==> src/rtl/led_matrix_pkg.sv <==
// Shared constants and types for the LED matrix framebuffer and scan path.
package led_matrix_pkg;

    localparam int unsigned COLS      = 32;
    localparam int unsigned ROWS      = 16;
    localparam int unsigned SCAN_ROWS = ROWS / 2;
    localparam int unsigned FB_ADDR_W = 9;
    localparam int unsigned PIX_W     = 4;
    localparam int unsigned COL_W     = $clog2(COLS);
    localparam int unsigned ROW_W     = $clog2(SCAN_ROWS);

    localparam int unsigned PIX_R = 0;
    localparam int unsigned PIX_G = 1;
    localparam int unsigned PIX_B = 2;

    typedef enum logic [1:0] {
        SHIFT,
        BLANK,
        LATCH,
        DISPLAY
    } scan_state_t;

    typedef struct packed {
        logic b;
        logic g;
        logic r;
    } rgb_t;

    typedef struct packed {
        rgb_t upper;
        rgb_t lower;
    } rgb_pair_t;

    function automatic rgb_t pix_to_rgb(input logic [PIX_B:0] pix);
        rgb_t rgb;
        rgb.r = pix[PIX_R];
        rgb.g = pix[PIX_G];
        rgb.b = pix[PIX_B];
        return rgb;
    endfunction

endpackage

==> src/rtl/matrix_scan_driver_if.sv <==
// Framebuffer read port plus HUB75 panel pins driven by the scan driver.
interface matrix_scan_driver_if;
    import led_matrix_pkg::*;

    logic [FB_ADDR_W-1:0] fb_raddr;
    logic [PIX_W-1:0]     fb_rdata;
    logic                 mat_r1;
    logic                 mat_g1;
    logic                 mat_b1;
    logic                 mat_r2;
    logic                 mat_g2;
    logic                 mat_b2;
    logic                 mat_clk;
    logic                 mat_lat;
    logic                 mat_oe_n;
    logic [ROW_W-1:0]     mat_a;
    logic                 frame_done;

    modport master (
        output fb_raddr,
        input  fb_rdata,
        output mat_r1, mat_g1, mat_b1, mat_r2, mat_g2, mat_b2,
        output mat_clk, mat_lat, mat_oe_n, mat_a, frame_done
    );

    modport slave (
        input  fb_raddr,
        output fb_rdata,
        input  mat_r1, mat_g1, mat_b1, mat_r2, mat_g2, mat_b2,
        input  mat_clk, mat_lat, mat_oe_n, mat_a, frame_done
    );

endinterface

==> src/rtl/matrix_scan_driver.sv <==
// Free-running 1/8-scan HUB75 driver: reads framebuffer pixels, shifts each
// row pair out, blanks, latches, then lights the row for ON_CYCLES clocks.
module matrix_scan_driver
    import led_matrix_pkg::*;
#(
    parameter int unsigned ON_CYCLES = 256
) (
    input  logic                 clk,
    input  logic                 rst,
    matrix_scan_driver_if.master bus
);

    localparam int unsigned      ON_W     = $clog2(ON_CYCLES + 1);
    localparam logic [ON_W-1:0]  ON_LAST  = ON_W'(ON_CYCLES - 1);
    localparam logic [COL_W-1:0] COL_LAST = COL_W'(COLS - 1);
    localparam logic [ROW_W-1:0] ROW_LAST = ROW_W'(SCAN_ROWS - 1);

    scan_state_t          state_q, state_d;
    logic [ROW_W-1:0]     row_q, row_d;
    logic [COL_W-1:0]     col_q, col_d;
    logic [1:0]           phase_q, phase_d;
    logic [ON_W-1:0]      on_cnt_q, on_cnt_d;
    rgb_t                 upper_q, upper_d;
    rgb_pair_t            rgb_q, rgb_d;
    logic [FB_ADDR_W-1:0] raddr_q, raddr_d;
    logic                 mclk_q, mclk_d;
    logic                 lat_q, lat_d;
    logic                 oe_n_q, oe_n_d;
    logic                 done_q, done_d;
    logic [ROW_W-1:0]     mat_a_q, mat_a_d;
    logic                 fb_rdata_unused;

    // Bit 3 of a pixel carries no colour on this panel.
    assign fb_rdata_unused = bus.fb_rdata[PIX_W-1];

    always_ff @(posedge clk) begin
        if (rst) begin
            state_q  <= SHIFT;
            row_q    <= '0;
            col_q    <= '0;
            phase_q  <= '0;
            on_cnt_q <= '0;
            upper_q  <= '0;
            rgb_q    <= '0;
            raddr_q  <= '0;
            mclk_q   <= 1'b0;
            lat_q    <= 1'b0;
            oe_n_q   <= 1'b1;
            done_q   <= 1'b0;
            mat_a_q  <= '0;
        end else begin
            state_q  <= state_d;
            row_q    <= row_d;
            col_q    <= col_d;
            phase_q  <= phase_d;
            on_cnt_q <= on_cnt_d;
            upper_q  <= upper_d;
            rgb_q    <= rgb_d;
            raddr_q  <= raddr_d;
            mclk_q   <= mclk_d;
            lat_q    <= lat_d;
            oe_n_q   <= oe_n_d;
            done_q   <= done_d;
            mat_a_q  <= mat_a_d;
        end
    end

    always_comb begin
        state_d  = state_q;
        row_d    = row_q;
        col_d    = col_q;
        phase_d  = phase_q;
        on_cnt_d = on_cnt_q;
        upper_d  = upper_q;
        rgb_d    = rgb_q;
        raddr_d  = raddr_q;
        mclk_d   = 1'b0;
        lat_d    = 1'b0;
        oe_n_d   = 1'b1;
        done_d   = 1'b0;
        mat_a_d  = mat_a_q;

        unique case (state_q)
            SHIFT: begin
                phase_d = phase_q + 2'd1;
                if (phase_q == 2'd1) begin
                    upper_d = pix_to_rgb(bus.fb_rdata[PIX_B:0]);
                end
                if (phase_q == 2'd2) begin
                    rgb_d.upper = upper_q;
                    rgb_d.lower = pix_to_rgb(bus.fb_rdata[PIX_B:0]);
                end
                if (phase_q == 2'd3) begin
                    mclk_d = 1'b1;
                    col_d  = col_q + COL_W'(1);
                    if (col_q == COL_LAST) begin
                        state_d = BLANK;
                    end
                end
            end
            BLANK: begin
                state_d = LATCH;
            end
            LATCH: begin
                lat_d    = 1'b1;
                mat_a_d  = row_q;
                on_cnt_d = '0;
                state_d  = DISPLAY;
            end
            DISPLAY: begin
                oe_n_d   = 1'b0;
                on_cnt_d = on_cnt_q + ON_W'(1);
                if (on_cnt_q == ON_LAST) begin
                    on_cnt_d = '0;
                    row_d    = row_q + ROW_W'(1);
                    done_d   = (row_q == ROW_LAST);
                    state_d  = SHIFT;
                end
            end
            default: state_d = SHIFT;
        endcase

        // Address register leads by one so it is valid in the phase that uses it.
        if (state_d == SHIFT && phase_d < 2'd2) begin
            raddr_d = {phase_d[0], row_d, col_d};
        end
    end

    assign bus.fb_raddr   = raddr_q;
    assign bus.mat_r1     = rgb_q.upper.r;
    assign bus.mat_g1     = rgb_q.upper.g;
    assign bus.mat_b1     = rgb_q.upper.b;
    assign bus.mat_r2     = rgb_q.lower.r;
    assign bus.mat_g2     = rgb_q.lower.g;
    assign bus.mat_b2     = rgb_q.lower.b;
    assign bus.mat_clk    = mclk_q;
    assign bus.mat_lat    = lat_q;
    assign bus.mat_oe_n   = oe_n_q;
    assign bus.mat_a      = mat_a_q;
    assign bus.frame_done = done_q;

endmodule

==> src/flat_wrapper.sv <==
// flat-port wrapper written by rule: the top's interface ports become plain ports
module matrix_scan_driver_flat import led_matrix_pkg::*;
#(
    parameter int unsigned ON_CYCLES = 256
)
  (clk, rst, bus_fb_raddr, bus_fb_rdata, bus_mat_r1, bus_mat_g1, bus_mat_b1, bus_mat_r2, bus_mat_g2, bus_mat_b2, bus_mat_clk, bus_mat_lat, bus_mat_oe_n, bus_mat_a, bus_frame_done);
  matrix_scan_driver_if bus_i ();
  input  logic clk;
  input  logic rst;
  output wire logic [$bits(bus_i.fb_raddr)-1:0] bus_fb_raddr;
  input wire logic [$bits(bus_i.fb_rdata)-1:0] bus_fb_rdata;
  output wire logic [$bits(bus_i.mat_r1)-1:0] bus_mat_r1;
  output wire logic [$bits(bus_i.mat_g1)-1:0] bus_mat_g1;
  output wire logic [$bits(bus_i.mat_b1)-1:0] bus_mat_b1;
  output wire logic [$bits(bus_i.mat_r2)-1:0] bus_mat_r2;
  output wire logic [$bits(bus_i.mat_g2)-1:0] bus_mat_g2;
  output wire logic [$bits(bus_i.mat_b2)-1:0] bus_mat_b2;
  output wire logic [$bits(bus_i.mat_clk)-1:0] bus_mat_clk;
  output wire logic [$bits(bus_i.mat_lat)-1:0] bus_mat_lat;
  output wire logic [$bits(bus_i.mat_oe_n)-1:0] bus_mat_oe_n;
  output wire logic [$bits(bus_i.mat_a)-1:0] bus_mat_a;
  output wire logic [$bits(bus_i.frame_done)-1:0] bus_frame_done;
  assign bus_fb_raddr = bus_i.fb_raddr;
  assign bus_i.fb_rdata = bus_fb_rdata;
  assign bus_mat_r1 = bus_i.mat_r1;
  assign bus_mat_g1 = bus_i.mat_g1;
  assign bus_mat_b1 = bus_i.mat_b1;
  assign bus_mat_r2 = bus_i.mat_r2;
  assign bus_mat_g2 = bus_i.mat_g2;
  assign bus_mat_b2 = bus_i.mat_b2;
  assign bus_mat_clk = bus_i.mat_clk;
  assign bus_mat_lat = bus_i.mat_lat;
  assign bus_mat_oe_n = bus_i.mat_oe_n;
  assign bus_mat_a = bus_i.mat_a;
  assign bus_frame_done = bus_i.frame_done;
  matrix_scan_driver #(.ON_CYCLES(ON_CYCLES)) u_core (.clk(clk), .rst(rst), .bus(bus_i));
endmodule
==> config.mk <==
export PLATFORM = sky130hd
export DESIGN_NAME = matrix_scan_driver_flat
export DESIGN_NICKNAME = d
export VERILOG_FILES = /design/src/rtl/led_matrix_pkg.sv /design/src/rtl/matrix_scan_driver_if.sv /design/src/rtl/matrix_scan_driver.sv /design/src/flat_wrapper.sv
export SDC_FILE = /design/constraint.sdc
export NUM_CORES = 1
export LEC_CHECK = 0
export ABC_AREA = 1
export CAP_MARGIN = 5
export CELL_PAD_IN_SITES_DETAIL_PLACEMENT = 1
export CELL_PAD_IN_SITES_GLOBAL_PLACEMENT = 1
export CORE_MARGIN = 2
export CORE_UTILIZATION = 40
export CTS_CLUSTER_SIZE = 14
export DETAILED_ROUTE_END_ITERATION = 10
export PLACE_DENSITY_LB_ADDON = 0.08
export SYNTH_ARGS = -nofsm -noshare
export SYNTH_HDL_FRONTEND = slang
export SYNTH_SLANG_ARGS = --single-unit
==> constraint.sdc <==
create_clock -name clk -period 3.5 [get_ports clk]
set_input_delay 0.35 -clock clk [delete_from_list [all_inputs] [get_ports clk]]
set_output_delay 0.35 -clock clk [all_outputs]
set_load 0.05 [all_outputs]
==> metrics.md <==
| Metric | Value |
|---|---|
| Status | finished, final reports clean |
| Clock Skew | ~0.008 ns |
| Crit-path max cell delay | ~0.46 ns |
| Port bufs | 26 |
| Hold Crit Class | reg2reg |
| Distinct cell type count after synthesis | 32 |
| Area Growth Syn to Fin | 22.0% |
| Dpl cell area | about 2300 sq um |
| Crit Path Max Fanout | 11 |
| Ant diodes | 0 |
| Max-cap violations | 0 |
| HP Start | u_core.on_cnt_q[3] |
| Worst vdd ir | roughly 0.37 mV |
| Int Power | ~0.99 mW |
| Clock tree buffer depth | 2 |
| Util after Layout | 0.510 |
| Setup Slack @ Placement | 1.41 ns |
| Worst-path cell chain | ha_1 > nand2_1 > nor2_4 > nand3_1 > a21oi_2 > inv_1 > nor2_4 > nor2_1 > nor2_1 |
| Netlist Area Pre-Place | 2000 sq um |
| Post-layout min period | around 2.1 ns |
| Die H | 74.7 um |
| RSZ-0062 raised after global routing | no |
| Fin Setup TNS | 0 ns |
| Wire length per cell | between 10 and 15 um |
| Drt total wl | 4250 um |
| CP delay by family, top | simple AND/OR/NAND/NOR gates |
| Crit start category | flop |
| Filler cell count | a little under 600 |
| Via/cell ratio | 4.70 |
| Clock slew at reported path FFs | 0.09 ns |
| Required time worst endpoint | around 3.7 ns |
| Flop pwr share | 0.397 |
| Final hold violation count | 0 |
| Largest net degree at the start of global routing | 26 |
| Final setup viols | 0 |
| Antenna violations before repair | 0 |
| CTS buffer count | 5 |
| CP startpoint | u_core.on_cnt_q[0] |
| Main combinational cell family by area after synthesis | simple AND/OR/NAND/NOR gates |
| NetSw | just under 0.6 mW |
| Sw Ratio | 0.375 |
| Gr ovfl total | 0 |
| Flip-flop and latch area | approximately 900 sq um |
| Post-route DRC | 0 |
| Synthesized net count | 270 |
| Worst-skew pair later-pin latency | between 0.3 and 0.4 ns |
| Dpl hpwl | around 3000 um |
| Fin area | 2440 sq um |
| Leak Pwr | ~1.0 nW |
| Critical path arrival | around 2.3 ns |
| Worst setup path category | reg2reg |
| Complex-gate fraction of the synthesized area | 0.0957 |
| Mux cell area share after synthesis | 0.0100 |
| Yosys reg bits | 46 |
| FP Rows | 25 |
| Final worst slack | around 1.4 ns |
| Most frequent cells in the layout | 57 x nor2_1, 46 x dfxtp_1, 41 x nand2_1 |
| Worst relative slew slack | 0.572 |
| First-pass GRT wire length | between 7000 and 8000 um |
| CTS sink cnt | 46 |
| Synth Area in XOR/XNOR | 0.0219 |
| Combinational power share | 0.354 |
| Part of the Yosys area used for sequential elements | 0.460 |
| Synthesized area per cell | ~7.8 sq um |
| Max frequency | a little under 0.5 GHz |
| Critical path buffer and inverter count | 1 |
| Io pins | 28 |
| CORE AREA | about 4800 sq um |
| Die area | between 5000 and 6000 sq um |
| Simple-Gate Fraction of Synth Area | 0.300 |
| First-pass detailed-route iteration total | 4 |
| Layout cells sized above 1 | 0.0944 |
| Reg2reg start | u_core.on_cnt_q[0] |
| Pins Over Slew Limit | 0 |
| DRT iter0 DRCs | 45 |
| PD cells | roughly 650 nW/um^2 |
| Gates resized, CTS repair | 0 |
| Clock power share | 0.249 |
| Worst-Margin Slew | approximately 0.64 ns |
| Vias | roughly 1,700 |
| Footprint of the multi-input gates | around 960 sq um |
| Die Wd | 74.7 um |
| Ys Warns | 0 |
| Post-CTS Setup Inserts | 0 |
| Synth Instances | 256 |
| CTS tree | done |
| Vias in the first global route | 1,617 |
| GRT Total Usage | 0.168 |
| Initial Util | 0.418 |
| CTS Hold Bufs | 0 |
| Post-Layout Cell Count | 353 |
| Htree depth | 2 |
| Part of the cycle the worst path needs | 0.587 |
| Most common cell after layout, fill and taps aside | nor2_1 |
| Placed Instances | 345 |
| GP Congestion | a little over 0.7 |
| Root buffer cell | clkbuf_8 |
| Crit end category | flop |
| Slowest cell on crit path | a21oi_2 |
| Adder-Cell Fraction of Synth Area | 0.0500 |
| Post-route antenna net violation count | 0 |
| Final net count | roughly 300 |
-- power groups by stage --
stage               logic [mW]  registers (mW)  clock network (mW)
finish                   0.561           0.628               0.395
detailed placement       0.564           0.640                   0
global placement         0.555           0.638                   0
floorplan                0.233           0.814                   0
CTS                      0.570           0.629               0.408
global route             0.615           0.639               0.421
-- worst min-delay path, stage by stage, from the launching register on --
cell and delay, ns:
dfxtp_1 0.32, nand2_1 0.06, a21oi_1 0.06
-- metal layers --
metal,share of wire,track usage
met3,0.031,0.0321
met5,0,0
met2,0.47,0.280
met4,0.015,0.0714
met1,0.48,0.212
-- logic make-up (layout without fill, tap and decap cells) --
kind of cell / count (synthesis) / after routing
buf+inv: 32 / 62
fa+ha+maj: 8 / 8
mux: 2 / 2
simple gates: 132 / 132
flops: 46 / 46
xor+xnor: 5 / 5
compound gates: 31 / 31
-- synth_stat cells --
library cell | instances | share of area
dfxtp_1 | 46 | 0.46
and2_1 | 1 | 0.0031
nand3_2 | 1 | 0.0050
a21oi_4 | 1 | 0.0081
a31o_2 | 1 | 0.0044
buf_4 | 1 | 0.0038
o21a_1 | 1 | 0.0038
nor2_4 | 2 | 0.011
xor2_1 | 3 | 0.013
nor2_1 | 57 | 0.11
a21oi_2 | 1 | 0.0044
or2_2 | 1 | 0.0031
nand4_4 | 1 | 0.011
clkbuf_1 | 3 | 0.0056
xnor2_1 | 2 | 0.0088
nand3_1 | 18 | 0.045
inv_2 | 3 | 0.0056
a21oi_1 | 10 | 0.025
mux2i_1 | 2 | 0.010
nand2_2 | 2 | 0.0063
nand2_4 | 2 | 0.011
o2111ai_1 | 1 | 0.0044
or2_4 | 1 | 0.0044
o21ai_0 | 15 | 0.038
nand4_1 | 2 | 0.0063
nor3b_1 | 1 | 0.0038
nand2_1 | 41 | 0.077
ha_1 | 8 | 0.050
o21ai_4 | 1 | 0.0081
inv_1 | 24 | 0.045
buf_1 | 1 | 0.0019
nor2_2 | 2 | 0.0063
-- state kept, by name (all words and copies together) (netlist names), 2 cells and up --
| signal | flops |
|---|---|
| u_core.bus.fb_raddr | 9 |
| u_core.on_cnt_q | 9 |
| u_core.col_q | 5 |
| u_core.bus.mat_a | 3 |
| u_core.row_q | 3 |
| u_core.upper_q | 3 |
| u_core.phase_q | 2 |
| u_core.state_q | 2 |
-- final timing paths --
check	endpoint	cells past startpoint	slack (ns)
worst max-delay path	u_core.bus.fb_raddr[4]	9	1.45
worst min-delay path	u_core.on_cnt_q[3]	2	0.47
worst max register to register	u_core.bus.fb_raddr[4]	9	1.45
worst min register to register	u_core.on_cnt_q[3]	2	0.47
-- layout make-up --
| cell class | instances | area share |
|---|---|---|
| multi-input cells | 178 | 0.392 |
| flip-flops and latches | 46 | 0.377 |
| repair buffers | 27 | 0.110 |
| inverters | 27 | 0.0415 |
| well taps | 67 | 0.0344 |
| clock buffers | 6 | 0.0297 |
| clock inverters | 2 | 0.0154 |
-- through the flow --
stage | power [mW] | hold slack [ns]
global placement | 1.19 | 0.454
finish | 1.58 | 0.475
CTS | 1.61 | 0.474
detailed placement | 1.20 | 0.462
floorplan | 1.05 | 0.445
global route | 1.67 | 0.515
No activity file was read; power rests on OpenSTA's default activity.
